$ cat config.mk
export PLATFORM = sky130hd
export DESIGN_NAME = ascii_pattern_gen
export DESIGN_NICKNAME = d
export VERILOG_FILES = /design/src/rtl/ascii_pattern_gen.sv
export SDC_FILE = /design/constraint.sdc
export NUM_CORES = 1
export LEC_CHECK = 0
export CAP_MARGIN = 0
export CORE_ASPECT_RATIO = 0.6
export CORE_MARGIN = 2
export CORE_UTILIZATION = 40
export DETAILED_ROUTE_END_ITERATION = 10
export SYNTH_ARGS = -nofsm -noshare
export SYNTH_HDL_FRONTEND = slang
export SYNTH_SLANG_ARGS = --single-unit
export TNS_END_PERCENT = 10
$ cat constraint.sdc
create_clock -name CLK -period 3.6 [get_ports CLK]
set_input_delay 0.9 -clock CLK [delete_from_list [all_inputs] [get_ports CLK]]
set_output_delay 0.9 -clock CLK [all_outputs]
set_load 0.02 [all_outputs]
$ cat src/rtl/ascii_pattern_gen.sv
// Line-structured ASCII pattern source (sawtooth / ramp / binary counter) for a UART transmitter.
// Latency: TX_DV 1 cycle after ENABLE sampled in IDLE, and 1 cycle after each TX_DONE.
// Backpressure: one byte in flight, next byte waits for TX_DONE. Optional ASCII_PATGEN_CR_EN adds CR before EOL.
module ascii_pattern_gen #(
    parameter logic [7:0] FIRST_CHAR = 8'h30,
    parameter logic [7:0] LAST_CHAR  = 8'h7A,
    parameter logic [7:0] EOL_CHAR   = 8'h0A,
    parameter int         COUNT_W    = 16
) (
    input  logic       CLK,
    input  logic       RST_N,
    input  logic       ENABLE,
    input  logic [1:0] MODE,
    input  logic       TX_DONE,
    output logic       TX_DV,
    output logic [7:0] TX_BYTE,
    output logic       LINE_DONE,
    output logic       BUSY
);

    localparam int                IDX_W   = (COUNT_W > 1) ? $clog2(COUNT_W) : 1;
    localparam logic [7:0]        SPAN    = LAST_CHAR - FIRST_CHAR;
    localparam logic [IDX_W-1:0]  TOP_BIT = IDX_W'(COUNT_W - 1);
    localparam logic [7:0]        ASCII_0 = 8'h30;
    localparam logic [7:0]        ASCII_1 = 8'h31;
`ifdef ASCII_PATGEN_CR_EN
    localparam logic [7:0]        CR_CHAR = 8'h0D;
`endif

    typedef enum logic [1:0] {IDLE, SEND, WAIT} state_t;
    typedef enum logic [1:0] {PH_DATA, PH_CR, PH_EOL} phase_t;

    state_t             state_q, state_d;
    phase_t             phase_q, phase_d;
    logic [1:0]         mode_q, mode_d;
    logic [7:0]         k_q, k_d;
    logic [COUNT_W-1:0] cnt_q, cnt_d;
    logic [7:0]         pos_q, pos_d;
    logic [IDX_W-1:0]   bit_q, bit_d;
    logic [7:0]         byte_q, byte_d;
    logic               line_start;
    logic               data_last;

    always_ff @(posedge CLK or negedge RST_N) begin
        if (!RST_N) begin
            state_q <= IDLE;
            phase_q <= PH_DATA;
            mode_q  <= 2'd0;
            k_q     <= 8'd0;
            cnt_q   <= '0;
            pos_q   <= 8'd0;
            bit_q   <= '0;
            byte_q  <= 8'h00;
        end else begin
            state_q <= state_d;
            phase_q <= phase_d;
            mode_q  <= mode_d;
            k_q     <= k_d;
            cnt_q   <= cnt_d;
            pos_q   <= pos_d;
            bit_q   <= bit_d;
            byte_q  <= byte_d;
        end
    end

    // Mode 3 is treated as ramp, so only sawtooth and counter get special cases.
    always_comb begin
        case (mode_q)
            2'd0:    data_last = (pos_q == k_q);
            2'd2:    data_last = (bit_q == '0);
            default: data_last = (pos_q == SPAN);
        endcase
    end

    always_comb begin
        state_d    = state_q;
        phase_d    = phase_q;
        mode_d     = mode_q;
        k_d        = k_q;
        cnt_d      = cnt_q;
        pos_d      = pos_q;
        bit_d      = bit_q;
        byte_d     = byte_q;
        line_start = 1'b0;

        case (state_q)
            IDLE: begin
                if (ENABLE) line_start = 1'b1;
            end
            SEND: begin
                state_d = WAIT;
            end
            WAIT: begin
                if (TX_DONE) begin
                    state_d = SEND;
                    case (phase_q)
                        PH_DATA: begin
                            if (data_last) begin
`ifdef ASCII_PATGEN_CR_EN
                                phase_d = PH_CR;
                                byte_d  = CR_CHAR;
`else
                                phase_d = PH_EOL;
                                byte_d  = EOL_CHAR;
`endif
                            end else if (mode_q == 2'd2) begin
                                bit_d  = bit_q - IDX_W'(1);
                                byte_d = cnt_q[bit_d] ? ASCII_1 : ASCII_0;
                            end else begin
                                pos_d  = pos_q + 8'd1;
                                byte_d = FIRST_CHAR + pos_d;
                            end
                        end
`ifdef ASCII_PATGEN_CR_EN
                        PH_CR: begin
                            phase_d = PH_EOL;
                            byte_d  = EOL_CHAR;
                        end
`endif
                        default: begin
                            // EOL finished: the line's own-mode position advances before the next line starts.
                            if (mode_q == 2'd0) k_d = (k_q == SPAN) ? 8'd0 : k_q + 8'd1;
                            if (mode_q == 2'd2) cnt_d = cnt_q + COUNT_W'(1);
                            if (ENABLE) line_start = 1'b1;
                            else        state_d    = IDLE;
                        end
                    endcase
                end
            end
            default: state_d = IDLE;
        endcase

        if (line_start) begin
            state_d = SEND;
            mode_d  = MODE;
            phase_d = PH_DATA;
            pos_d   = 8'd0;
            bit_d   = TOP_BIT;
            byte_d  = (MODE == 2'd2) ? (cnt_d[COUNT_W-1] ? ASCII_1 : ASCII_0) : FIRST_CHAR;
        end
    end

    assign TX_DV     = (state_q == SEND);
    assign TX_BYTE   = byte_q;
    assign LINE_DONE = (state_q == SEND) && (phase_q == PH_EOL);
    assign BUSY      = (state_q != IDLE);

endmodule
==> PnR_summary.wiki, run 1 <==
{| class="wikitable"
! Metric !! Value
|-
| Result of the run || finished with violations
|-
| Failing checks || design-rule violations
|-
| Post-DP HPWL || 4880 µm
|-
| Total power per unit cell area || 548 mW/mm²
|-
| Clock slew at reported path FFs || ~0.07 ns
|-
| Part of the total power dissipated in sequential elements || 0.408
|-
| Final-report setup violation count || 0
|-
| Xor/xnor share of the synthesized area || 0.0980
|-
| Number of instances in the synthesized netlist || 296
|-
| Number of standard cells in the layout, taps in and fillers out || between 300 and 400
|-
| Number of buffers inserted during clock tree synthesis || 5
|-
| Kind of start point of the critical path || flop
|-
| Remaining global-route overflow || 0
|-
| Antenna diode instance count || 0
|-
| Maxcap violations || 0
|-
| # resized after CTS || 0
|-
| Cell Count Post-Placement || 387
|-
| Post-route clock skew || 0.00449 ns
|-
| Maximum net fanout on the critical path || 7
|-
| DRT Pass-1 Iters || 7
|-
| Register bit count reported by yosys || 49
|-
| First-iteration detailed-routing DRC count || roughly 180
|-
| EDFF count, synth || 0
|-
| Number of design rule violations left after detail routing || 2
|-
| Most frequent standard cell in the layout excluding fill and tap cells || sky130_fd_sc_hd__dfrtp_1
|-
| Clock H-tree levels || 2
|-
| Die span in y || about 70 µm
|-
| Area enclosed by the die boundary || 0.00787 mm²
|-
| Combined global-route utilization of all metal layers || 0.177
|-
| Critical Path AT || around 2.9 ns
|-
| Residual antenna-violating net count after detailed routing || 0
|-
| Compound-gate portion of the synthesized area || 0.137
|-
| Longest individual stage delay on the worst path || 0.56 ns
|-
| Dominant combinational cell family by area after synthesis || simple AND/OR/NAND/NOR gates
|-
| Gpl congestion || 0.799
|-
| Largest net degree at the start of global routing || 35
|-
| IO Port Bufs || 16
|-
| Clk pwr share || 0.271
|-
| Distinct cells, synth || 49
|-
| Max-Slew Margin vs Limit || 0.461
|-
| Logic pwr share || 0.321
|-
| Shortest clock period the worst path allows after layout || roughly 2.8 ns
|-
| Total buffers and inverters traversed by the critical path || 1
|-
| Slew @ Worst Pin || 0.808 ns
|-
| Count of synthesis-stage warnings from yosys || 0
|-
| Detailed-route via count || 2265
|-
| RSZ-0062 raised after global routing || no
|-
| Req. time, crit path || 3.77 ns
|-
| Setup TNS Final || 0 ns
|-
| Overall power consumption || around 1.8 mW
|-
| Post-CTS Repair Setup Buffers || 0
|-
| Worst setup EP type || flop
|-
| Slew Limit Fails || 0
|-
| Post-detailed-routing wire length || 6690 µm
|-
| Final hold violation count || 0
|-
| Net switching power of the design || 0.643 mW
|-
| Tcrit/Tclk final || 0.764
|-
| CTS tree || done
|-
| Simple-gate area share of the yosys netlist || 0.203
|-
| Core area || 0.00679 mm²
|-
| Area of the mapped netlist || 0.00286 mm²
|-
| Post-synthesis average cell area || 9.66 µm²
|-
| First-pass GRT wire length || 11000 µm
|-
| Largest buffer count on any clock path || 2
|-
| Count of hold-fix buffers inserted at cts || 0
|-
| Routed WL per cell || 17.0 µm
|-
| Sequential fraction of the synthesis area || 0.429
|-
| Multiplexer fraction of the synthesized cell area || 0.0547
|-
| Area overhead of the layout relative to synthesis || 12.7%
|-
| Share of post-route cells with drive strength above 1 || 0.0782
|-
| Count of filler cells inserted in the layout || roughly 660
|-
| Final net count || 323
|-
| Root Buffer || sky130_fd_sc_hd__clkbuf_16
|-
| Critical path class || reg2reg
|-
| Worst supply voltage drop on vdd || 453 µV
|-
| Starting Density || 0.421
|-
| Count of boundary I/O pins || 17
|-
| Commonest non-fill, non-tap cells in the layout || 49 x sky130_fd_sc_hd__dfrtp_1, 29 x sky130_fd_sc_hd__nand2_1, 25 x sky130_fd_sc_hd__nor2_1, 22 x sky130_fd_sc_hd__xnor2_1, 20 x sky130_fd_sc_hd__nand3_1
|-
| Clock latency reported for the late side of the worst-skew pair || roughly 0.29 ns
|-
| Sink Count || 49
|-
| Final core occ || 0.475
|-
| Critical Path Slowest Stage Cell || sky130_fd_sc_hd__dfrtp_1
|-
| FP Rows || 23
|-
| Cells traversed along the worst timing path || inv_1 -> ha_1 -> mux4_2 -> mux4_2 -> or2_2 -> o2111ai_1 -> a31oi_1
|-
| Ys flop type || sky130_fd_sc_hd__dfrtp_1
|-
| Most repeated library cell on the critical path || sky130_fd_sc_hd__mux4_2
|-
| Vias in the first global route || 1995
|-
| Reported leakage power || 1.37 nW
|-
| Initial antenna violation count || 0
|-
| X dimension of the die || 113 µm
|-
| Fraction of registers with async set or reset after synthesis || 1.00
|-
| Synthesized net count || 312
|-
| Path class of the lowest-slack min-delay path || reg2reg
|-
| Via-to-Cell Ratio || 5.75
|-
| Cell-internal power || 1.12 mW
|-
| Sw frac || 0.364
|-
| Top cell family by delay on the critical path || multiplexers
|-
| Arithmetic-cell share of the synthesized area counting full adders, half adders and majority gates || 0.0437
|-
| Timing-limited maximum frequency || 0.364 GHz
|}
stage by stage:
stage | setup WS [ns] | hold slack [ns] | instance area [µm²]
after detailed placement | 0.603 | 0.488 | 3080
after floorplan | 1.02 | 0.461 | 2860
after CTS | 0.834 | 0.501 | 3220
after global routing | 0.712 | 0.515 | 3220
final | 0.850 | 0.495 | 3220
after global placement | 0.652 | 0.487 | 3080
cell families (layout without fill, tap and decap cells):
kind of cell / Yosys count / in the layout
flip-flops: 49 / 49
XOR/XNOR: 32 / 32
adder cells (fa/ha/maj): 10 / 10
AND/OR/NAND/NOR: 116 / 116
multiplexers: 9 / 9
buffers and inverters: 24 / 35
AO/OA/AOI/OAI: 56 / 56
cells in the mapped netlist (2+ instances only):
library cell	n	share of area
sky130_fd_sc_hd__a21oi_1	11	0.019
sky130_fd_sc_hd__a221o_1	2	0.0070
sky130_fd_sc_hd__a22o_1	5	0.015
sky130_fd_sc_hd__a2bb2oi_1	2	0.0061
sky130_fd_sc_hd__a31oi_1	2	0.0044
sky130_fd_sc_hd__a32o_1	4	0.014
sky130_fd_sc_hd__and2_1	2	0.0044
sky130_fd_sc_hd__and3_1	5	0.011
sky130_fd_sc_hd__buf_4	2	0.0052
sky130_fd_sc_hd__clkbuf_1	11	0.014
sky130_fd_sc_hd__dfrtp_1	49	0.43
sky130_fd_sc_hd__ha_1	10	0.044
sky130_fd_sc_hd__inv_1	10	0.013
sky130_fd_sc_hd__mux2_2	3	0.012
sky130_fd_sc_hd__mux4_2	5	0.039
sky130_fd_sc_hd__nand2_1	29	0.038
sky130_fd_sc_hd__nand2b_1	3	0.0066
sky130_fd_sc_hd__nand3_1	20	0.035
sky130_fd_sc_hd__nand4_1	10	0.022
sky130_fd_sc_hd__nor2_1	25	0.033
sky130_fd_sc_hd__nor2b_1	4	0.0087
sky130_fd_sc_hd__nor3_1	6	0.010
sky130_fd_sc_hd__nor3b_1	2	0.0052
sky130_fd_sc_hd__o21ai_0	17	0.030
sky130_fd_sc_hd__or2_2	3	0.0066
sky130_fd_sc_hd__xnor2_1	22	0.067
sky130_fd_sc_hd__xor2_1	10	0.031
worst paths after layout:
kind	from	end	slack (ns)	depth (start not counted)
hold / removal	cnt_q[14]	cnt_q[14]	0.50	1
min in group asynchronous	RST_N	bit_q[1]	0.69	1
setup / recovery	bit_q[0]	TX_BYTE[0]	0.85	7
hold reg to reg	cnt_q[14]	cnt_q[14]	0.50	1
setup reg to reg	bit_q[0]	TX_BYTE[0]	0.85	7
max in group asynchronous	RST_N	k_q[1]	2.16	2
worst reg2reg max path, cell delays in order, from the launching register on:
cell	delay [ns]
sky130_fd_sc_hd__dfrtp_1	0.56
sky130_fd_sc_hd__inv_1	0.13
sky130_fd_sc_hd__ha_1	0.46
sky130_fd_sc_hd__mux4_2	0.53
sky130_fd_sc_hd__mux4_2	0.47
sky130_fd_sc_hd__or2_2	0.29
sky130_fd_sc_hd__o2111ai_1	0.07
sky130_fd_sc_hd__a31oi_1	0.11
power groups by stage:
stage          sequential [mW]  clock [mW]  combinational [mW]
6_report                 0.721       0.479               0.566
5_1_grt                  0.733       0.510               0.616
4_1_cts                  0.718       0.484               0.565
3_5_place_dp             0.727           0               0.563
3_3_place_gp             0.724           0               0.556
2_1_floorplan            0.718           0               0.365
layer usage:
layer	wire length [µm]	up-vias	share of wire	global-route usage
met4	40	0	0.0060	0.0407
met3	372	2	0.056	0.0420
met1	3850	1124	0.57	0.313
met5	0	-	0	0
li1	-	1077	-	-
met2	2430	62	0.36	0.203
cell type report:
type	instances	area, µm²	area share
clock buffer	6	139	0.0431
clock inverter	1	7.51	0.00233
inverter	10	37.5	0.0116
multi-input combinational	223	1540	0.476
sequential	49	1230	0.380
tap	87	109	0.0338
timing repair buffer	18	170	0.0528
sequential cells by signal, indices dropped and copies added, names as in the netlist:
name,count
pos_q,8
phase_q,1
bit_q,4
TX_BYTE,8
state_q,2
cnt_q,16
mode_q,2
k_q,8
(Power assumes the default switching activity.)
==> run 2: changes to the inputs <==
clock period = 2.6 ns   (was 3.6 ns; I/O delays follow)
==> run 2 against run 1 <==
Compared with the run above: the flow still finishes with violations (design-rule violations); worst setup slack worse by 0.66 ns; count of clock-buffer cells in the layout is 1 higher; via count is 2.9% lower; final cell count is 3.0% higher; global-route usage is 0.073 points lower; wire length is 2.0% lower; sequential cell count stayed put; critical path type is now reg2out.
==> PnR_summary.wiki, run 2 (synthesis results as in run 1) <==
{| class="wikitable"
! Metric !! Value
|-
| Clock slew at reported path FFs || 0.07 ns (about the same)
|-
| Detailed-route via count || 2199 (was 2265)
|-
| Sw frac || 0.346 (was 0.364)
|-
| DRT Pass-1 Iters || 8 (was 7)
|-
| Initial antenna violation count || 0 (unchanged)
|-
| Worst r2r src || bit_q[1] (was bit_q[0])
|-
| Part of the total power dissipated in sequential elements || 0.378 (was 0.408)
|-
| IO Port Bufs || 16 (unchanged)
|-
| Final-report setup violation count || 0 (unchanged)
|-
| Failing checks || design-rule violations (unchanged)
|-
| Logic pwr share || 0.327 (was 0.321)
|-
| Endpoint of the lowest-slack register-to-register path || TX_BYTE[0] (unchanged)
|-
| FP Rows || 23 (unchanged)
|-
| Tcrit/Tclk final || 0.928
|-
| Result of the run || finished with violations (unchanged)
|-
| Largest net degree at the start of global routing || 23 (was 35)
|-
| Clock H-tree levels || 2 (unchanged)
|-
| Count of filler cells inserted in the layout || 619 (was 658)
|-
| Largest register FFs || 16 (unchanged)
|-
| Critical Path AT || 1.76 ns (was 2.92 ns)
|-
| Clock latency reported for the late side of the worst-skew pair || 0.29 ns (about the same)
|-
| Setup slack of the worst register-to-register path || 0.29 ns (was 0.85 ns)
|-
| First-iteration detailed-routing DRC count || 199 (was 176)
|-
| Crit path launch || state_q[0] (was bit_q[0])
|-
| Reg with most FFs || cnt_q (unchanged)
|-
| X dimension of the die || 113 µm (unchanged)
|-
| First-pass GRT wire length || 10900 µm (was 11000 µm)
|-
| Shortest clock period the worst path allows after layout || 2.41 ns
|-
| Slew @ Worst Pin || 0.540 ns (was 0.808 ns)
|-
| Final hold violation count || 0 (unchanged)
|-
| Reported leakage power || 1.44 nW (was 1.37 nW)
|-
| Count of hold-fix buffers inserted at cts || 0 (unchanged)
|-
| Post-CTS Repair Setup Buffers || 0 (unchanged)
|-
| RSZ-0062 raised after global routing || no (unchanged)
|-
| Largest buffer count on any clock path || 2 (unchanged)
|-
| Die span in y || 69.5 µm (unchanged)
|-
| Residual antenna-violating net count after detailed routing || 0 (unchanged)
|-
| Number of buffers inserted during clock tree synthesis || 5 (unchanged)
|-
| Count of boundary I/O pins || 17 (unchanged)
|-
| Maxcap violations || 0 (unchanged)
|-
| Commonest non-fill, non-tap cells in the layout || 49 x sky130_fd_sc_hd__dfrtp_1, 29 x sky130_fd_sc_hd__nand2_1, 25 x sky130_fd_sc_hd__nor2_1, 22 x sky130_fd_sc_hd__xnor2_1, 20 x sky130_fd_sc_hd__nand3_1 (unchanged)
|-
| Maximum net fanout on the critical path || 6 (was 7)
|-
| Post-DP HPWL || 4920 µm (was 4880 µm)
|-
| Critical path class || reg2out (was reg2reg)
|-
| Path class of the lowest-slack min-delay path || in2async (was reg2reg)
|-
| Kind of start point of the critical path || flop (unchanged)
|-
| Design Area, Final || 0.00333 mm² (was 0.00322 mm²)
|-
| Via-to-Cell Ratio || 5.42 (was 5.75)
|-
| Worst supply voltage drop on vdd || 404 µV (was 453 µV)
|-
| Setup TNS Final || 0 ns (unchanged)
|-
| Clk pwr share || 0.295 (was 0.271)
|-
| Cell area after placement || 0.00316 mm² (was 0.00308 mm²)
|-
| Share of post-route cells with drive strength above 1 || 0.110 (was 0.0782)
|-
| Post-route clock skew || 0.00415 ns (was 0.00449 ns)
|-
| Antenna diode instance count || 0 (unchanged)
|-
| Total power per unit cell area || 776 mW/mm² (was 548 mW/mm²)
|-
| Slew Limit Fails || 0 (unchanged)
|-
| Vias in the first global route || 2039 (was 1995)
|-
| Req. time, crit path || 1.95 ns (was 3.77 ns)
|-
| Cell-internal power || 1.69 mW (was 1.12 mW)
|-
| Core area || 0.00679 mm² (unchanged)
|-
| Sink Count || 49 (unchanged)
|-
| Worst setup EP type || primary output (was flop)
|-
| Most frequent standard cell in the layout excluding fill and tap cells || sky130_fd_sc_hd__dfrtp_1 (unchanged)
|-
| Timing-limited maximum frequency || 0.414 GHz
|-
| CTS tree || done (unchanged)
|-
| Starting Density || 0.421 (unchanged)
|-
| # resized after CTS || 0 (unchanged)
|-
| Final net count || 334 (was 323)
|-
| Root Buffer || sky130_fd_sc_hd__clkbuf_16 (unchanged)
|-
| Gpl congestion || 0.808 (was 0.799)
|-
| Area enclosed by the die boundary || 0.00787 mm² (unchanged)
|-
| Routed WL per cell || 16.2 µm (was 17.0 µm)
|-
| Net switching power of the design || 0.894 mW (was 0.643 mW)
|-
| Area overhead of the layout relative to synthesis || 16.5% (was 12.7%)
|-
| Number of cells traversed by the worst register-to-register path || 7 (unchanged)
|-
| Max-Slew Margin vs Limit || 0.640 (was 0.461)
|-
| Post-detailed-routing wire length || 6560 µm (was 6690 µm)
|-
| Remaining global-route overflow || 0 (unchanged)
|-
| Number of design rule violations left after detail routing || 2 (unchanged)
|-
| Combined global-route utilization of all metal layers || 0.177 (about the same)
|}
## run 2: cell types whose count changed in the layout (fill, tap and decap cells not counted), sizes merged
cell,before,now
buf,3,14
bufinv,0,1
clkbuf,6,7
clkinvlp,1,0
## run 2: power by group through the flow
| stage | registers (mW) | clock network [mW] | logic (mW) |
|---|---|---|---|
| 6_report | 0.977 | 0.764 | 0.846 |
| 3_3_place_gp | 0.988 | 0 | 0.832 |
| 3_5_place_dp | 0.990 | 0 | 0.832 |
| 5_1_grt | 0.994 | 0.811 | 0.940 |
| 4_1_cts | 0.976 | 0.782 | 0.841 |
| 2_1_floorplan | 0.995 | 0 | 0.505 |
## run 2: worst max-delay path by stage
| stage | endpoint | slack (ns) | cells past startpoint |
|---|---|---|---|
| 6_report | BUSY | 0.19 | 4 |
| 5_1_grt | BUSY | 0.08 | 4 |
| 4_1_cts | BUSY | 0.18 | 4 |
| 3_5_place_dp | TX_BYTE[0] | 0.16 | 7 |
| 3_3_place_gp | pos_q[6] | 0.24 | 6 |
| 2_1_floorplan | TX_BYTE[0] | 0.02 | 8 |
## run 2: final cells by class
| cell class | instances | area [µm²] | share of cell area |
|---|---|---|---|
| Multi-Input combinational cell | 223 | 1540 | 0.461 |
| Sequential cell | 49 | 1230 | 0.368 |
| Timing Repair Buffer | 29 | 253 | 0.0758 |
| Clock buffer | 7 | 143 | 0.0428 |
| Tap cell | 87 | 109 | 0.0327 |
| Inverter | 10 | 37.5 | 0.0113 |
| Clock inverter | 1 | 30.0 | 0.00901 |
## run 2: metrics by stage
stage | setup slack, ns | util | total power [mW] | cells | hold slack [ns]
6_report | 0.187 | 0.491 | 2.59 | 406 | 0.336
5_1_grt | 0.0782 | 0.491 | 2.74 | 406 | 0.362
4_1_cts | 0.176 | 0.491 | 2.60 | 406 | 0.347
3_5_place_dp | 0.158 | 0.465 | 1.82 | 398 | 0.489
3_3_place_gp | 0.237 | 0.465 | 1.82 | 398 | 0.485
2_1_floorplan | 0.0173 | - | 1.50 | 296 | 0.354
## run 2: metal layers
layer	vias up	track usage	wire, µm
li1	1101	-	-
met1	1043	0.312	3860
met2	50	0.200	2270
met3	5	0.0420	372
met4	0	0.0407	53
met5	-	0	0
## run 2: critical path, cell delays in order (launching register included)
cell	delay [ns]
sky130_fd_sc_hd__dfrtp_1	0.36
sky130_fd_sc_hd__inv_1	0.06
sky130_fd_sc_hd__ha_1	0.28
sky130_fd_sc_hd__inv_1	0.15
sky130_fd_sc_hd__clkdlybuf4s50_1	0.62
